`src/rtl/pid_ahb_master_if.sv`:
```
`default_nettype none
// ============================================================================
// Module      : pid_ahb_master_if
// Description : AHB-Lite bus bundle between the PID master and the PID slave
//               register port. The master modport drives address/control/
//               write data; the slave modport returns ready/response/read data.
// Revision    : 1.0 - initial release
// ============================================================================
interface pid_ahb_master_if;
   logic [31:0] m_ahb_haddr;
   logic [1:0]  m_ahb_htrans;
   logic        m_ahb_hwrite;
   logic [2:0]  m_ahb_hsize;
   logic [2:0]  m_ahb_hburst;
   logic [3:0]  m_ahb_hprot;
   logic        m_ahb_hmastlock;
   logic [31:0] m_ahb_hwdata;
   logic [31:0] m_ahb_hrdata;
   logic        m_ahb_hready;
   logic        m_ahb_hresp;

   modport master (
      output m_ahb_haddr, m_ahb_htrans, m_ahb_hwrite, m_ahb_hsize,
             m_ahb_hburst, m_ahb_hprot, m_ahb_hmastlock, m_ahb_hwdata,
      input  m_ahb_hrdata, m_ahb_hready, m_ahb_hresp
   );

   modport slave (
      input  m_ahb_haddr, m_ahb_htrans, m_ahb_hwrite, m_ahb_hsize,
             m_ahb_hburst, m_ahb_hprot, m_ahb_hmastlock, m_ahb_hwdata,
      output m_ahb_hrdata, m_ahb_hready, m_ahb_hresp
   );
endinterface
`default_nettype wire

```
`src/rtl/pid_ahb_master.sv`:
```
`default_nettype none
// ============================================================================
// Module      : pid_ahb_master
// Description : AHB-Lite single-write master for the PID accelerator. Runs
//               the INITN/COEFF initialisation list on cfg_start, then streams
//               accepted sample pairs into DIN0/DIN1. Non-pipelined: every
//               write is an address phase followed by a data phase.
// Revision    : 1.0 - initial release
// ============================================================================
module pid_ahb_master #(
   parameter logic [31:0] BASE_ADDR = 32'h0000_0000,
   parameter int          DW        = 25
) (
   input  logic                    HCLK,
   input  logic                    HRESETn,
   input  logic                    cfg_start,
   input  logic [DW-1:0]           cfg_coeff0,
   input  logic [DW-1:0]           cfg_coeff1,
   input  logic [DW-1:0]           cfg_coeff2,
   input  logic [DW-1:0]           cfg_coeff3,
   input  logic [DW-1:0]           cfg_coeff4,
   input  logic [DW-1:0]           cfg_coeff5,
   input  logic                    s_valid,
   output logic                    s_ready,
   input  logic [DW-1:0]           s_din0,
   input  logic [DW-1:0]           s_din1,
   pid_ahb_master_if.master        ahb,
   output logic                    busy,
   output logic                    init_done,
   output logic                    err,
   output logic [15:0]             sample_cnt
);

   typedef enum logic [2:0] {
      ST_IDLE      = 3'd0,
      ST_INIT_ADDR = 3'd1,
      ST_INIT_DATA = 3'd2,
      ST_RUN       = 3'd3,
      ST_S_ADDR    = 3'd4,
      ST_S_DATA    = 3'd5,
      ST_ERR       = 3'd6
   } state_t;

   localparam logic [1:0]  HTRANS_IDLE   = 2'b00;
   localparam logic [1:0]  HTRANS_NONSEQ = 2'b10;
   localparam logic [31:0] OFF_DIN0      = 32'h0000_001C;
   localparam logic [31:0] OFF_DIN1      = 32'h0000_0020;
   localparam logic [2:0]  IDX_LAST      = 3'd7;

   // INITN is written first and last; COEFF0..5 sit at 0x04..0x18
   function automatic logic [31:0] f_init_off(input logic [2:0] idx);
      f_init_off = (idx == IDX_LAST) ? 32'd0 : {27'd0, idx, 2'b00};
   endfunction

   state_t        r_state, w_state_nxt;
   logic [2:0]    r_idx, w_idx_nxt, w_idx_inc;
   logic          r_sidx, w_sidx_nxt;
   logic [31:0]   r_haddr, w_haddr_nxt;
   logic [1:0]    r_htrans, w_htrans_nxt;
   logic          r_hwrite, w_hwrite_nxt;
   logic [31:0]   r_hwdata, w_hwdata_nxt;
   logic          r_s_ready, r_busy, w_busy_nxt;
   logic          r_init_done, w_init_done_nxt;
   logic          r_err, w_err_nxt;
   logic [15:0]   r_sample_cnt, w_cnt_nxt;
   logic          w_start, w_accept;
   logic [DW-1:0] r_coeff [6];
   logic [DW-1:0] r_din0, r_din1;
   logic [DW-1:0] w_init_data;
   logic          w_unused_hrdata;

   assign w_idx_inc       = r_idx + 3'd1;
   assign w_unused_hrdata = ^ahb.m_ahb_hrdata;

   // Payload of the current init-list entry
   always_comb begin
      w_init_data = '0;
      case (r_idx)
         3'd1:    w_init_data = r_coeff[0];
         3'd2:    w_init_data = r_coeff[1];
         3'd3:    w_init_data = r_coeff[2];
         3'd4:    w_init_data = r_coeff[3];
         3'd5:    w_init_data = r_coeff[4];
         3'd6:    w_init_data = r_coeff[5];
         3'd7:    w_init_data = DW'(1);
         default: w_init_data = '0;
      endcase
   end

   // Next-state and next-value logic for every registered output
   always_comb begin
      w_state_nxt     = r_state;
      w_idx_nxt       = r_idx;
      w_sidx_nxt      = r_sidx;
      w_haddr_nxt     = r_haddr;
      w_htrans_nxt    = HTRANS_IDLE;
      w_hwrite_nxt    = 1'b0;
      w_hwdata_nxt    = r_hwdata;
      w_init_done_nxt = r_init_done;
      w_err_nxt       = r_err;
      w_cnt_nxt       = r_sample_cnt;
      w_start         = 1'b0;
      w_accept        = 1'b0;
      case (r_state)
         ST_IDLE: w_start = cfg_start;
         ST_ERR:  w_start = cfg_start;
         ST_RUN: begin
            // A restart request wins over a sample offered in the same cycle
            if (cfg_start) begin
               w_start = 1'b1;
            end else if (s_valid) begin
               w_accept     = 1'b1;
               w_state_nxt  = ST_S_ADDR;
               w_sidx_nxt   = 1'b0;
               w_haddr_nxt  = BASE_ADDR + OFF_DIN0;
               w_htrans_nxt = HTRANS_NONSEQ;
               w_hwrite_nxt = 1'b1;
            end
         end
         ST_INIT_ADDR, ST_S_ADDR: begin
            if (ahb.m_ahb_hready) begin
               w_state_nxt  = (r_state == ST_INIT_ADDR) ? ST_INIT_DATA : ST_S_DATA;
               w_hwdata_nxt = (r_state == ST_INIT_ADDR) ? 32'(w_init_data)
                            : (r_sidx ? 32'(r_din1) : 32'(r_din0));
            end else begin
               w_htrans_nxt = HTRANS_NONSEQ;
               w_hwrite_nxt = 1'b1;
            end
         end
         ST_INIT_DATA: begin
            if (ahb.m_ahb_hresp) begin
               w_state_nxt     = ST_ERR;
               w_err_nxt       = 1'b1;
               w_init_done_nxt = 1'b0;
            end else if (ahb.m_ahb_hready) begin
               if (r_idx == IDX_LAST) begin
                  w_state_nxt     = ST_RUN;
                  w_init_done_nxt = 1'b1;
               end else begin
                  w_state_nxt  = ST_INIT_ADDR;
                  w_idx_nxt    = w_idx_inc;
                  w_haddr_nxt  = BASE_ADDR + f_init_off(w_idx_inc);
                  w_htrans_nxt = HTRANS_NONSEQ;
                  w_hwrite_nxt = 1'b1;
               end
            end
         end
         ST_S_DATA: begin
            if (ahb.m_ahb_hresp) begin
               w_state_nxt     = ST_ERR;
               w_err_nxt       = 1'b1;
               w_init_done_nxt = 1'b0;
            end else if (ahb.m_ahb_hready) begin
               if (r_sidx) begin
                  w_state_nxt = ST_RUN;
                  w_cnt_nxt   = r_sample_cnt + 16'd1;
               end else begin
                  w_state_nxt  = ST_S_ADDR;
                  w_sidx_nxt   = 1'b1;
                  w_haddr_nxt  = BASE_ADDR + OFF_DIN1;
                  w_htrans_nxt = HTRANS_NONSEQ;
                  w_hwrite_nxt = 1'b1;
               end
            end
         end
         default: w_state_nxt = ST_IDLE;
      endcase
      if (w_start) begin
         w_state_nxt     = ST_INIT_ADDR;
         w_idx_nxt       = 3'd0;
         w_haddr_nxt     = BASE_ADDR + f_init_off(3'd0);
         w_htrans_nxt    = HTRANS_NONSEQ;
         w_hwrite_nxt    = 1'b1;
         w_init_done_nxt = 1'b0;
         w_err_nxt       = 1'b0;
      end
      w_busy_nxt = (w_state_nxt == ST_INIT_ADDR) || (w_state_nxt == ST_INIT_DATA) ||
                   (w_state_nxt == ST_S_ADDR)    || (w_state_nxt == ST_S_DATA);
   end

   // State register and registered bus/status outputs
   always_ff @(posedge HCLK or negedge HRESETn) begin
      if (!HRESETn) begin
         r_state      <= ST_IDLE;
         r_idx        <= '0;
         r_sidx       <= 1'b0;
         r_haddr      <= '0;
         r_htrans     <= HTRANS_IDLE;
         r_hwrite     <= 1'b0;
         r_hwdata     <= '0;
         r_s_ready    <= 1'b0;
         r_busy       <= 1'b0;
         r_init_done  <= 1'b0;
         r_err        <= 1'b0;
         r_sample_cnt <= '0;
      end else begin
         r_state      <= w_state_nxt;
         r_idx        <= w_idx_nxt;
         r_sidx       <= w_sidx_nxt;
         r_haddr      <= w_haddr_nxt;
         r_htrans     <= w_htrans_nxt;
         r_hwrite     <= w_hwrite_nxt;
         r_hwdata     <= w_hwdata_nxt;
         r_s_ready    <= (w_state_nxt == ST_RUN);
         r_busy       <= w_busy_nxt;
         r_init_done  <= w_init_done_nxt;
         r_err        <= w_err_nxt;
         r_sample_cnt <= w_cnt_nxt;
      end
   end

   // Capture coefficients on an accepted start and samples on acceptance
   always_ff @(posedge HCLK or negedge HRESETn) begin
      if (!HRESETn) begin
         for (int i = 0; i < 6; i++) r_coeff[i] <= '0;
         r_din0 <= '0;
         r_din1 <= '0;
      end else begin
         if (w_start) begin
            r_coeff[0] <= cfg_coeff0;
            r_coeff[1] <= cfg_coeff1;
            r_coeff[2] <= cfg_coeff2;
            r_coeff[3] <= cfg_coeff3;
            r_coeff[4] <= cfg_coeff4;
            r_coeff[5] <= cfg_coeff5;
         end
         if (w_accept) begin
            r_din0 <= s_din0;
            r_din1 <= s_din1;
         end
      end
   end

   assign ahb.m_ahb_haddr     = r_haddr;
   assign ahb.m_ahb_htrans    = r_htrans;
   assign ahb.m_ahb_hwrite    = r_hwrite;
   assign ahb.m_ahb_hsize     = 3'b010;
   assign ahb.m_ahb_hburst    = 3'b000;
   assign ahb.m_ahb_hprot     = 4'b0011;
   assign ahb.m_ahb_hmastlock = 1'b0;
   assign ahb.m_ahb_hwdata    = r_hwdata;
   assign s_ready             = r_s_ready;
   assign busy                = r_busy;
   assign init_done           = r_init_done;
   assign err                 = r_err;
   assign sample_cnt          = r_sample_cnt;

endmodule
`default_nettype wire

```
`src/flat_wrapper.sv`:
```
// flat-port wrapper written by rule: the top's interface ports become plain ports
module pid_ahb_master_flat 
#(
   parameter logic [31:0] BASE_ADDR = 32'h0000_0000,
   parameter int          DW        = 25
)
  (HCLK, HRESETn, cfg_start, cfg_coeff0, cfg_coeff1, cfg_coeff2, cfg_coeff3, cfg_coeff4, cfg_coeff5, s_valid, s_ready, s_din0, s_din1, busy, init_done, err, sample_cnt, ahb_m_ahb_haddr, ahb_m_ahb_htrans, ahb_m_ahb_hwrite, ahb_m_ahb_hsize, ahb_m_ahb_hburst, ahb_m_ahb_hprot, ahb_m_ahb_hmastlock, ahb_m_ahb_hwdata, ahb_m_ahb_hrdata, ahb_m_ahb_hready, ahb_m_ahb_hresp);
  pid_ahb_master_if ahb_i ();
  input  logic HCLK;
  input  logic HRESETn;
  input  logic cfg_start;
  input  logic [DW-1:0] cfg_coeff0;
  input  logic [DW-1:0] cfg_coeff1;
  input  logic [DW-1:0] cfg_coeff2;
  input  logic [DW-1:0] cfg_coeff3;
  input  logic [DW-1:0] cfg_coeff4;
  input  logic [DW-1:0] cfg_coeff5;
  input  logic s_valid;
  output logic s_ready;
  input  logic [DW-1:0] s_din0;
  input  logic [DW-1:0] s_din1;
  output logic busy;
  output logic init_done;
  output logic err;
  output logic [15:0] sample_cnt;
  output wire logic [$bits(ahb_i.m_ahb_haddr)-1:0] ahb_m_ahb_haddr;
  output wire logic [$bits(ahb_i.m_ahb_htrans)-1:0] ahb_m_ahb_htrans;
  output wire logic [$bits(ahb_i.m_ahb_hwrite)-1:0] ahb_m_ahb_hwrite;
  output wire logic [$bits(ahb_i.m_ahb_hsize)-1:0] ahb_m_ahb_hsize;
  output wire logic [$bits(ahb_i.m_ahb_hburst)-1:0] ahb_m_ahb_hburst;
  output wire logic [$bits(ahb_i.m_ahb_hprot)-1:0] ahb_m_ahb_hprot;
  output wire logic [$bits(ahb_i.m_ahb_hmastlock)-1:0] ahb_m_ahb_hmastlock;
  output wire logic [$bits(ahb_i.m_ahb_hwdata)-1:0] ahb_m_ahb_hwdata;
  input wire logic [$bits(ahb_i.m_ahb_hrdata)-1:0] ahb_m_ahb_hrdata;
  input wire logic [$bits(ahb_i.m_ahb_hready)-1:0] ahb_m_ahb_hready;
  input wire logic [$bits(ahb_i.m_ahb_hresp)-1:0] ahb_m_ahb_hresp;
  assign ahb_m_ahb_haddr = ahb_i.m_ahb_haddr;
  assign ahb_m_ahb_htrans = ahb_i.m_ahb_htrans;
  assign ahb_m_ahb_hwrite = ahb_i.m_ahb_hwrite;
  assign ahb_m_ahb_hsize = ahb_i.m_ahb_hsize;
  assign ahb_m_ahb_hburst = ahb_i.m_ahb_hburst;
  assign ahb_m_ahb_hprot = ahb_i.m_ahb_hprot;
  assign ahb_m_ahb_hmastlock = ahb_i.m_ahb_hmastlock;
  assign ahb_m_ahb_hwdata = ahb_i.m_ahb_hwdata;
  assign ahb_i.m_ahb_hrdata = ahb_m_ahb_hrdata;
  assign ahb_i.m_ahb_hready = ahb_m_ahb_hready;
  assign ahb_i.m_ahb_hresp = ahb_m_ahb_hresp;
  pid_ahb_master #(.BASE_ADDR(BASE_ADDR), .DW(DW)) u_core (.HCLK(HCLK), .HRESETn(HRESETn), .cfg_start(cfg_start), .cfg_coeff0(cfg_coeff0), .cfg_coeff1(cfg_coeff1), .cfg_coeff2(cfg_coeff2), .cfg_coeff3(cfg_coeff3), .cfg_coeff4(cfg_coeff4), .cfg_coeff5(cfg_coeff5), .s_valid(s_valid), .s_ready(s_ready), .s_din0(s_din0), .s_din1(s_din1), .ahb(ahb_i), .busy(busy), .init_done(init_done), .err(err), .sample_cnt(sample_cnt));
endmodule
```
`config.mk`:
```
export PLATFORM = sky130hd
export DESIGN_NAME = pid_ahb_master_flat
export DESIGN_NICKNAME = d
export VERILOG_FILES = /design/src/rtl/pid_ahb_master_if.sv /design/src/rtl/pid_ahb_master.sv /design/src/flat_wrapper.sv
export SDC_FILE = /design/constraint.sdc
export NUM_CORES = 1
export LEC_CHECK = 0
export CORE_UTILIZATION = 30
export CTS_BUF_LIST = sky130_fd_sc_hd__clkbuf_4
export DETAILED_ROUTE_END_ITERATION = 6
export GPL_TIMING_DRIVEN = 0
export HOLD_SLACK_MARGIN = 0.05
export SLEW_MARGIN = 30
export SYNTH_ARGS = -nofsm -noshare
export SYNTH_HDL_FRONTEND = slang
export SYNTH_SLANG_ARGS = --single-unit
```
`constraint.sdc`:
```
create_clock -name HCLK -period 5 [get_ports HCLK]
set_input_delay 0.5 -clock HCLK [delete_from_list [all_inputs] [get_ports HCLK]]
set_output_delay 0.5 -clock HCLK [all_outputs]
set_load 0.005 [all_outputs]
```
==> impl_metrics.json <==
{
  "wl_per_cell_um": 18.2,
  "numCtsBuffers": 75,
  "slew_violations": 0,
  "p_per_area_nw_per_um2": 584,
  "area_growth_pct": 37.0,
  "p_sw_mw": 3.67,
  "cap_violations": 0,
  "synth.cell_area_um2": 12000,
  "period_share_pct": 59.8,
  "synth_area_leaders": "dfrtp_1, nand2_1, mux2_2",
  "setup_tns_ps": 0,
  "cp_common_cell": "clkbuf_1",
  "holdPathStages": 3,
  "grt_use_total_pct": 19.8,
  "synth_flop_cell": "dfrtp_1",
  "finalPower_mw": 9.58,
  "finalNetCount": 1864,
  "num_vias": 10300,
  "clock_latency_ps": 730,
  "core_um2": 39000,
  "start_util_pct": 30.7,
  "slowest_delay_ps": 440,
  "gp_congestion": 0.883,
  "relSlewSlack_pct": 37.2,
  "detail_route.vias_per_cell": 4.71,
  "p_leak_nw": 7.97,
  "worst_r2r_endpoint": "u_core.ahb.m_ahb_hwdata[15]",
  "fmax_mhz": 334,
  "layout_setup_ws_ps": 2010,
  "die_h_um": 202,
  "wl_um": 39700,
  "cp-start-kind": "flop",
  "fin_crit_ps": 2990,
  "first_pass_iters": 5,
  "synthDistinctLibCells": 61,
  "async_flop_share_pct": 100,
  "yosys.area.top_type": "dfrtp_1",
  "status": "finished, final reports clean",
  "rr_worst_depth": 10,
  "synth_top_area_share_pct": 53.7,
  "grt_first_pass_wirelength_um": 60800,
  "synth_edf_count": 0,
  "ys_ff_latch": 257,
  "hpwlAfterDp_um": 29900,
  "antenna_found_initial": 7,
  "holdPathEnd": "u_core.init_done",
  "cp_cell_sequence": "clkbuf_1 > clkbuf_1 > inv_1 > ha_1 > clkbuf_1 > nor4_1 > a21oi_2 > buf_2 > a22oi_1 > a21oi_1",
  "die_w_um": 202,
  "slowest_stage": "clkbuf_1",
  "clock_power_share_pct": 21.4,
  "setup.worst_path.end_class": "flop",
  "cts_max_level": 3,
  "min-delay-start": "ahb_m_ahb_hready",
  "clk_pin_slew_ps": 60,
  "crit_required_ps": 5550,
  "pwr-share-seq_pct": 37.4,
  "route.detailed.drc": 0,
  "port_buffers": 254,
  "boundaryPins": 336,
  "place_area_um2": 15400,
  "r2r_start": "u_core.r_idx[2]",
  "grt_pass1_vias": 10500,
  "cts_tree": "built",
  "cts.sinks": 257,
  "cts.path.max_buffers": 3,
  "worst-setup-path-type": "flop to flop",
  "cp_max_fo": 10,
  "grt.overflow.total": 0,
  "dieArea_um2": 40700,
  "drt_iter0_markers": 618,
  "dp_slack_ps": 2050,
  "pwr-share-comb_pct": 41.3,
  "grt_max_degree": 81,
  "fin_util_pct": 42.0,
  "hold_class": "input port to flop",
  "ys_seq_area_share_pct": 53.7,
  "ant_nets": 0,
  "rows": 72,
  "layout-drive-gt1-share_pct": 16.1,
  "avgSynthCellArea_um2": 9.68,
  "p_sw_share_pct": 38.3,
  "setup_violations": 0,
  "arrival_ps": 3540,
  "yosys_warnings": 0,
  "syn_inst": 1237,
  "post-route-cell-area_um2": 16400,
  "cts-root-buf": "clkbuf_4",
  "p_int_mw": 5.91,
  "ir_drop_mv": 0.249,
  "rsz0062_at_grt": "no",
  "fin_skew_ps": 39.3,
  "reg2reg_slack_ps": 2010,
  "finalHoldViolCount": 0,
  "worst_slew_pin_slew_ps": 942
}
==> layer usage <==
layer | part of all wire (%) | global-route usage, %
met1 | 43 | 25.3
met2 | 47 | 32.1
met3 | 7.0 | 5.31
met4 | 2.8 | 6.98
met5 | 0.10 | 0
==> power groups by stage <==
stage	Combinational [mW]	Clock [mW]	Sequential [mW]
2_1_floorplan	2.50	0	3.46
3_3_place_gp	3.92	0	3.58
3_5_place_dp	4.00	0	3.60
4_1_cts	4.03	2.12	3.57
5_1_grt	4.42	2.22	3.69
6_report	3.95	2.05	3.58
==> flip-flops by register name, indices dropped and copies added (netlist names) <==
| signal | count |
|---|---|
| u_core.r_din0 | 25 |
| u_core.busy | 1 |
| u_core.r_idx | 3 |
| u_core.sample_cnt | 16 |
| u_core.r_coeff | 150 |
| u_core.ahb.m_ahb_hwdata | 25 |
| u_core.r_state | 3 |
| u_core.r_din1 | 25 |
| u_core.ahb.m_ahb_haddr | 4 |
| u_core.init_done | 1 |
| u_core.s_ready | 1 |
| u_core.r_sidx | 1 |
| u_core.err | 1 |
| u_core.ahb.m_ahb_hwrite | 1 |
==> Yosys cell counts, drive strengths merged (8+ instances only) <==
library cell / instances
mux2: 79
nand2: 462
a222oi: 25
dfrtp: 257
ha: 8
o21ai: 8
xnor2: 15
a21oi: 61
clkbuf: 41
a21o: 24
inv: 9
buf: 90
a22oi: 25
a221oi: 28
nor2: 40
==> cell usage in the layout (no fill, tap or decap), types with 9 or more instances in the layout <==
master and n:
a21o_1 24, mux2_2 49, xnor2_1 15, clkdlybuf4s50_1 253, dfrtp_1 257, buf_2 27
a222oi_1 25, a221oi_1 26, buf_4 62, mux2_1 30, a21oi_1 60, clkbuf_1 41
inv_1 9, a22oi_1 25, nor2_1 38, conb_1 47, clkbuf_4 109, nand2_1 461
==> per-stage QoR <==
stage / instances / hold slack, ps
finish: 2185 / 204
global route: 2184 / 181
CTS: 2181 / 126
detailed placement: 2057 / 428
global placement: 2054 / 458
floorplan: 1282 / 204
==> final cells by class <==
cell class                 count  area, um^2
fill                        3856       22600
timing repair buffer         259        2650
sequential                   257        6430
multi-input combinational    885        4920
clock buffer                 109         818
antenna                        4        10.0
tap                          518         648
buffer                       131         758
inverter                       9        33.8
clock inverter                13         129
==> cell families (layout without fill, tap and decap cells) <==
kind of cell             count (synthesis)  after routing  share of synthesized area (%)
AND/OR/NAND/NOR                        541            541                           18.2
XOR/XNOR                                18             18                           1.32
multiplexers                            80             80                           7.51
other                                    2             51                         0.0627
buffers and inverters                  140            521                           6.62
adder cells (fa/ha/maj)                  8              8                          0.836
flip-flops                             257            257                           53.7
AO/OA/AOI/OAI                          191            191                           11.7
==> worst max-delay path by stage <==
stage,end,cells past startpoint,from
floorplan,u_core.ahb.m_ahb_hwdata[10],10,u_core.r_idx[2]
global placement,u_core.r_din0[5],1,HRESETn
detailed placement,u_core.ahb.m_ahb_hwdata[4],10,u_core.r_idx[2]
CTS,u_core.ahb.m_ahb_hwdata[23],10,u_core.r_idx[2]
global route,u_core.ahb.m_ahb_hwdata[22],10,u_core.r_idx[2]
finish,u_core.ahb.m_ahb_hwdata[15],10,u_core.r_idx[2]
==> timing repair <==
item | CTS | global route
buffers inserted | 0 | 0
gates resized for setup | 0 | 0
endpoints found under the hold margin | 96 | 0
hold buffers | 2 | 0
==> worst max-delay path, delay by kind of cell, from the launching register on <==
kind / cells / cell delay, ps
AOI/OAI and AO/OA: 3 / 470
buffers and inverters: 5 / 1390
adders and majority gates: 1 / 190
DFF: 1 / 350
and+or+nand+nor: 1 / 420
Power figures use the tool's default switching activity.
